### src/rtl/ddmtd_telemetry_tx_if.sv
// Bus bundle for the DDMTD phase-error telemetry transmitter: the sample strobe
// and enable going in, and the serial line plus status coming out.
interface ddmtd_telemetry_tx_if;
  logic        ena;
  logic        phase_valid;
  logic [15:0] phase_err;
  logic        tx;
  logic        busy;
  logic [7:0]  drop_cnt;

  modport master (output ena, phase_valid, phase_err, input tx, busy, drop_cnt);
  modport slave  (input ena, phase_valid, phase_err, output tx, busy, drop_cnt);
endinterface

### src/rtl/ddmtd_telemetry_tx.sv
// Frames each phase-error sample as A5/seq/err_hi/err_lo/chk and sends it 8N1,
// LSB first, through a one-deep holding register that counts overwritten samples.
module ddmtd_telemetry_tx #(
  parameter int CLKS_PER_BIT = 87,
  parameter int ERR_W        = 16
) (
  input logic            clk,
  input logic            rst_n,
  ddmtd_telemetry_tx_if.slave bus
);

  localparam logic [1:0]  IDLE    = 2'd0;
  localparam logic [1:0]  START   = 2'd1;
  localparam logic [1:0]  DATA    = 2'd2;
  localparam logic [1:0]  STOP    = 2'd3;
  localparam logic [15:0] CNT_MAX = 16'(CLKS_PER_BIT - 1);

  logic [1:0]       state_r;
  logic [15:0]      clk_cnt_r;
  logic [2:0]       bit_idx_r;
  logic [2:0]       byte_idx_r;
  logic             tx_r;
  logic             busy_r;
  logic [7:0]       drop_cnt_r;
  logic [7:0]       seq_r;
  logic [ERR_W-1:0] hold_val_r;
  logic             hold_full_r;
  logic [ERR_W-1:0] frame_err_r;

  logic             capture_s;
  logic             unload_s;
  logic             bit_end_s;
  logic [7:0]       cur_byte_s;

  // Check byte: XOR of sync, sequence and both error bytes.
  function automatic logic [7:0] frame_chk(input logic [7:0] seq, input logic [15:0] err);
    return 8'hA5 ^ seq ^ err[15:8] ^ err[7:0];
  endfunction

  // Capture/unload qualifiers and end-of-bit detect.
  always_comb begin
    capture_s = bus.phase_valid & bus.ena;
    unload_s  = (state_r == IDLE) & hold_full_r & bus.ena;
    bit_end_s = (clk_cnt_r == CNT_MAX);
  end

  // Byte currently on the wire, selected by the frame byte index.
  always_comb begin
    cur_byte_s = 8'hFF;
    case (byte_idx_r)
      3'd0:    cur_byte_s = 8'hA5;
      3'd1:    cur_byte_s = seq_r;
      3'd2:    cur_byte_s = frame_err_r[15:8];
      3'd3:    cur_byte_s = frame_err_r[7:0];
      3'd4:    cur_byte_s = frame_chk(seq_r, frame_err_r);
      default: cur_byte_s = 8'hFF;
    endcase
  end

  // Holding register; a capture coinciding with an unload is not a drop.
  always_ff @(posedge clk or negedge rst_n) begin
    if (!rst_n) begin
      hold_val_r  <= '0;
      hold_full_r <= 1'b0;
      drop_cnt_r  <= 8'd0;
    end else if (capture_s) begin
      hold_val_r  <= bus.phase_err;
      hold_full_r <= 1'b1;
      if (hold_full_r && !unload_s && (drop_cnt_r != 8'hFF)) begin
        drop_cnt_r <= drop_cnt_r + 8'd1;
      end
    end else if (unload_s) begin
      hold_full_r <= 1'b0;
    end
  end

  // Serialiser FSM; tx is loaded with the next bit level on each transition.
  always_ff @(posedge clk or negedge rst_n) begin
    if (!rst_n) begin
      state_r     <= IDLE;
      clk_cnt_r   <= 16'd0;
      bit_idx_r   <= 3'd0;
      byte_idx_r  <= 3'd0;
      tx_r        <= 1'b1;
      busy_r      <= 1'b0;
      seq_r       <= 8'd0;
      frame_err_r <= '0;
    end else begin
      case (state_r)
        IDLE: begin
          if (unload_s) begin
            state_r     <= START;
            frame_err_r <= hold_val_r;
            byte_idx_r  <= 3'd0;
            bit_idx_r   <= 3'd0;
            clk_cnt_r   <= 16'd0;
            tx_r        <= 1'b0;
            busy_r      <= 1'b1;
          end
        end
        START: begin
          if (bit_end_s) begin
            state_r   <= DATA;
            clk_cnt_r <= 16'd0;
            bit_idx_r <= 3'd0;
            tx_r      <= cur_byte_s[0];
          end else begin
            clk_cnt_r <= clk_cnt_r + 16'd1;
          end
        end
        DATA: begin
          if (bit_end_s) begin
            clk_cnt_r <= 16'd0;
            if (bit_idx_r == 3'd7) begin
              state_r <= STOP;
              tx_r    <= 1'b1;
            end else begin
              bit_idx_r <= bit_idx_r + 3'd1;
              tx_r      <= cur_byte_s[bit_idx_r + 3'd1];
            end
          end else begin
            clk_cnt_r <= clk_cnt_r + 16'd1;
          end
        end
        STOP: begin
          if (bit_end_s) begin
            clk_cnt_r <= 16'd0;
            if (byte_idx_r == 3'd4) begin
              state_r <= IDLE;
              busy_r  <= 1'b0;
              seq_r   <= seq_r + 8'd1;
            end else begin
              byte_idx_r <= byte_idx_r + 3'd1;
              state_r    <= START;
              tx_r       <= 1'b0;
            end
          end else begin
            clk_cnt_r <= clk_cnt_r + 16'd1;
          end
        end
        default: begin
          state_r <= IDLE;
          tx_r    <= 1'b1;
          busy_r  <= 1'b0;
        end
      endcase
    end
  end

  assign bus.tx       = tx_r;
  assign bus.busy     = busy_r;
  assign bus.drop_cnt = drop_cnt_r;

endmodule

### src/flat_wrapper.sv
// flat-port wrapper written by rule: the top's interface ports become plain ports
module ddmtd_telemetry_tx_flat 
#(
  parameter int CLKS_PER_BIT = 87,
  parameter int ERR_W        = 16
)
  (clk, rst_n, bus_ena, bus_phase_valid, bus_phase_err, bus_tx, bus_busy, bus_drop_cnt);
  ddmtd_telemetry_tx_if bus_i ();
  input logic clk;
  input logic rst_n;
  input wire logic [$bits(bus_i.ena)-1:0] bus_ena;
  input wire logic [$bits(bus_i.phase_valid)-1:0] bus_phase_valid;
  input wire logic [$bits(bus_i.phase_err)-1:0] bus_phase_err;
  output wire logic [$bits(bus_i.tx)-1:0] bus_tx;
  output wire logic [$bits(bus_i.busy)-1:0] bus_busy;
  output wire logic [$bits(bus_i.drop_cnt)-1:0] bus_drop_cnt;
  assign bus_i.ena = bus_ena;
  assign bus_i.phase_valid = bus_phase_valid;
  assign bus_i.phase_err = bus_phase_err;
  assign bus_tx = bus_i.tx;
  assign bus_busy = bus_i.busy;
  assign bus_drop_cnt = bus_i.drop_cnt;
  ddmtd_telemetry_tx #(.CLKS_PER_BIT(CLKS_PER_BIT), .ERR_W(ERR_W)) u_core (.clk(clk), .rst_n(rst_n), .bus(bus_i));
endmodule
### config.mk
export PLATFORM = sky130hd
export DESIGN_NAME = ddmtd_telemetry_tx_flat
export DESIGN_NICKNAME = d
export VERILOG_FILES = /design/src/rtl/ddmtd_telemetry_tx_if.sv /design/src/rtl/ddmtd_telemetry_tx.sv /design/src/flat_wrapper.sv
export SDC_FILE = /design/constraint.sdc
export NUM_CORES = 1
export LEC_CHECK = 0
export ABC_AREA = 0
export CAP_MARGIN = 15
export CORE_MARGIN = 4
export CORE_UTILIZATION = 32
export CTS_BUF_LIST = sky130_fd_sc_hd__clkbuf_16
export DETAILED_ROUTE_END_ITERATION = 8
export HOLD_SLACK_MARGIN = 0.02
export PLACE_DENSITY_LB_ADDON = 0.3
export SYNTH_ARGS = -nofsm -noshare
export SYNTH_HDL_FRONTEND = slang
export SYNTH_SLANG_ARGS = --single-unit
### constraint.sdc
create_clock -name clk -period 2 [get_ports clk]
set_input_delay 0.4 -clock clk [delete_from_list [all_inputs] [get_ports clk]]
set_output_delay 0.4 -clock clk [all_outputs]
set_load 0.005 [all_outputs]
==> results.yml <==
run_status:
  status: "complete, but fails checks"
  violations: "negative setup slack"
grt:
  antenna_found_initial: 0
  gr-usage-all-layers_pct: 12.9
  gr-total-overflow: 0
  grt_pass1_wl_mm: 14.4
  grt_max_degree: 49
  grt_pass1_vias: 2975
routing:
  routedWlPerCell_um: 14.9
  drt-initial-drc-count: 140
  drt_wl_total_mm: 8.75
  vias: 2914
  viasPerCell: 4.96
  drt_first_pass_iters: 4
  ant_nets: 0
  drcViolationCount: 0
floorplan:
  die_area_um2: 14000
  num_io_pins: 30
  core_area_um2: 12000
  die_y_um: 118
  start_util_pct: 32.7
  fp-row-count: 40
  die_w_um: 118
timing:
  setup_viol: 1
  timing.setup.tns_ns: -0.0431
  hold_ws_ns: 0.495
  finalWorstSetupSlack_ns: -0.0431
  fin_crit_ns: 2.04
  fmax_ghz: 0.489
  slew_viol_final: 0
  relSlewSlack_pct: 72.9
  hold_violations: 0
  fin_crit_sh_pct: 102
  fin_skew_ns: 0.00565
  rsz0062_at_grt: "yes"
  worstMarginPinSlew_ns: 0.406
critical_path:
  end_kind: "register"
  arrival_ns: 2.30
  crit_fanout: 7
  worstSetupPathType: "reg -> reg"
  worst_setup_path_start_kind: "register"
  cp_data_required_time_ns: 2.26
power:
  power.total_mw: 3.47
  p_per_area_nw_per_um2: 686
  peakVddDrop_mv: 0.414
  static-leakage-power_nw: 2.27
layout:
  utilization_pct: 42.3
  drive_gt1_share_pct: 27.0
  fin_area_um2: 5060
  seq_area_um2: 1880
  area_delta_synth_final_pct: 29.5
  nets: 472
  nFillCells: 1140
  multi_input_comb_area_um2: 2020
  diodes: 0
clock_tree:
  cts_buffers: 9
  cts.reportedPaths.clkPinSlew_ns: 0.06
  htreeDepth: 3
  clock_latency_ns: 0.34
  cts-root-buf: "clkbuf_16"
  tritoncts: "yes"
  cts_sinks: 75
  cts.path.max_buffers: 2
place:
  gp_congestion: 0.826
  port_buffers: 29
  place_area_um2: 4660
  place_hpwl_mm: 6.28
synthesis:
  yosysSeqAreaShare_pct: 48.1
  syn_nets: 395
  synth-edff-count: 0
  synth_area_um2: 3910
  postSynthCellCount: 359
  synth_async_sr_flop_share_pct: 100
  synth_top_area_share_pct: 47.4
  synth_top_area_cell: "dfrtp_1"
  synth_area_leaders: "dfrtp_1 (47%), mux2_2 (10%), ha_1 (5.1%)"
  synth.avg_cell_area_um2: 10.9
  ys_warn_count: 0
  ys.flop_type: "dfrtp_1"
  ys_ff_latch: 75
  yosysUniqueCellTypes: 49
hold_path:
  min_path_type: "reg -> reg"
run:
  cap_violations: 0
power breakdown:
part / internal (mW) / switching (mW) / leakage (nW)
registers: 1.62 / 0.0849 / 0.953
logic: 0.220 / 0.115 / 1.18
clock network: 0.814 / 0.617 / 0.142
total: 2.65 / 0.817 / 2.27
layer usage:
metal  vias up  global-route usage [%]  part of all wire, %
met5         -                       0                    0
met2        43                    21.2                   49
met1      1415                    15.6                   45
met4         0                    7.60                  2.9
met3        14                    2.73                  2.9
li1       1442                       -                    -
worst max-delay path, stage by stage (launching register included):
cell	delay, ns
dfrtp_1	0.42
ha_2	0.22
ha_4	0.19
buf_4	0.13
a22o_1	0.23
a211oi_2	0.21
nand4b_1	0.16
a211oi_2	0.29
o211ai_1	0.12
cells in the final DEF, fill, tap and decap left out, types with 3 or more instances in the layout:
| cell type | count |
|---|---|
| dfrtp_1 | 74 |
| mux2_2 | 35 |
| or3_1 | 3 |
| clkbuf_16 | 9 |
| and3_1 | 6 |
| nand4_1 | 4 |
| xnor2_1 | 20 |
| clkdlybuf4s50_1 | 28 |
| ha_1 | 14 |
| xor2_1 | 15 |
| o31ai_1 | 4 |
| nor2_1 | 26 |
| nand3_1 | 14 |
| a21oi_1 | 6 |
| o21ai_0 | 15 |
| buf_4 | 47 |
| nand2_1 | 30 |
| inv_1 | 15 |
| a221oi_1 | 5 |
| nand2b_1 | 4 |
| a22o_1 | 7 |
| nor3_1 | 3 |
| o21ai_1 | 4 |
| a221o_1 | 5 |
metrics by stage:
step | std cells | setup WS, ns
2_1_floorplan | 359 | 0.00784
3_3_place_gp | 566 | -0.161
3_5_place_dp | 566 | -0.187
4_1_cts | 584 | -0.0683
5_1_grt | 588 | -0.104
6_report | 588 | -0.0431
cells in the mapped netlist (5+ instances only):
cell type	number
xor2_1	15
nor2_1	27
a21oi_1	6
ha_1	16
dfrtp_1	74
mux2_2	35
nand2_1	31
a221oi_1	5
o21ai_0	15
inv_1	10
clkbuf_1	7
and3_1	6
a22o_1	7
a221o_1	5
nand3_1	14
xnor2_1	20
cell families (layout without fill, tap and decap cells):
logic type	after synthesis	count (layout)	share of synthesized area, %
mux	35	35	10.1
xor+xnor	35	35	7.85
buf+inv	23	104	2.72
flops	75	75	48.1
compound gates	62	62	11.2
simple gates	113	114	15.0
fa+ha+maj	16	16	5.12
final timing paths:
check | from | to | slack, ns | depth (start not counted)
min | u_core.bus.drop_cnt[6] | u_core.bus.drop_cnt[6] | 0.50 | 1
max | u_core.byte_idx_r[1] | u_core.bus.tx | -0.04 | 8
min reg2reg | u_core.bus.drop_cnt[6] | u_core.bus.drop_cnt[6] | 0.50 | 1
max in group asynchronous | rst_n | u_core.bus.tx | 0.82 | 3
max reg2reg | u_core.byte_idx_r[1] | u_core.bus.tx | -0.04 | 8
min in group asynchronous | rst_n | u_core.bit_idx_r[2] | 0.53 | 2
cell type report:
type | instances | area share, %
clock buffer | 9 | 4.45
clock inverter | 7 | 0.619
inverter | 10 | 0.742
multi-input combinational | 262 | 39.9
sequential | 75 | 37.1
tap | 147 | 3.64
timing repair buffer | 78 | 13.5
sequential cells by signal, summed over array words and instances (netlist names):
signal and count:
u_core.seq_r 8, u_core.bit_idx_r 3, u_core.frame_err_r 16, u_core.bus.busy 1, u_core.bus.drop_cnt 8, u_core.hold_full_r 1, u_core.bus.tx 1, u_core.byte_idx_r 3
u_core.hold_val_r 16, u_core.clk_cnt_r 16, u_core.state_r 2
what timing repair did:
action,CTS,global route
endpoints found under the hold margin,27,0
gates resized for setup,7,12
pin swaps,4,2
setup buffers,1,3
cloned,0,1
hold buffers,1,0
setup endpoints to repair,11,23
No activity file was read; power rests on OpenSTA's default activity.
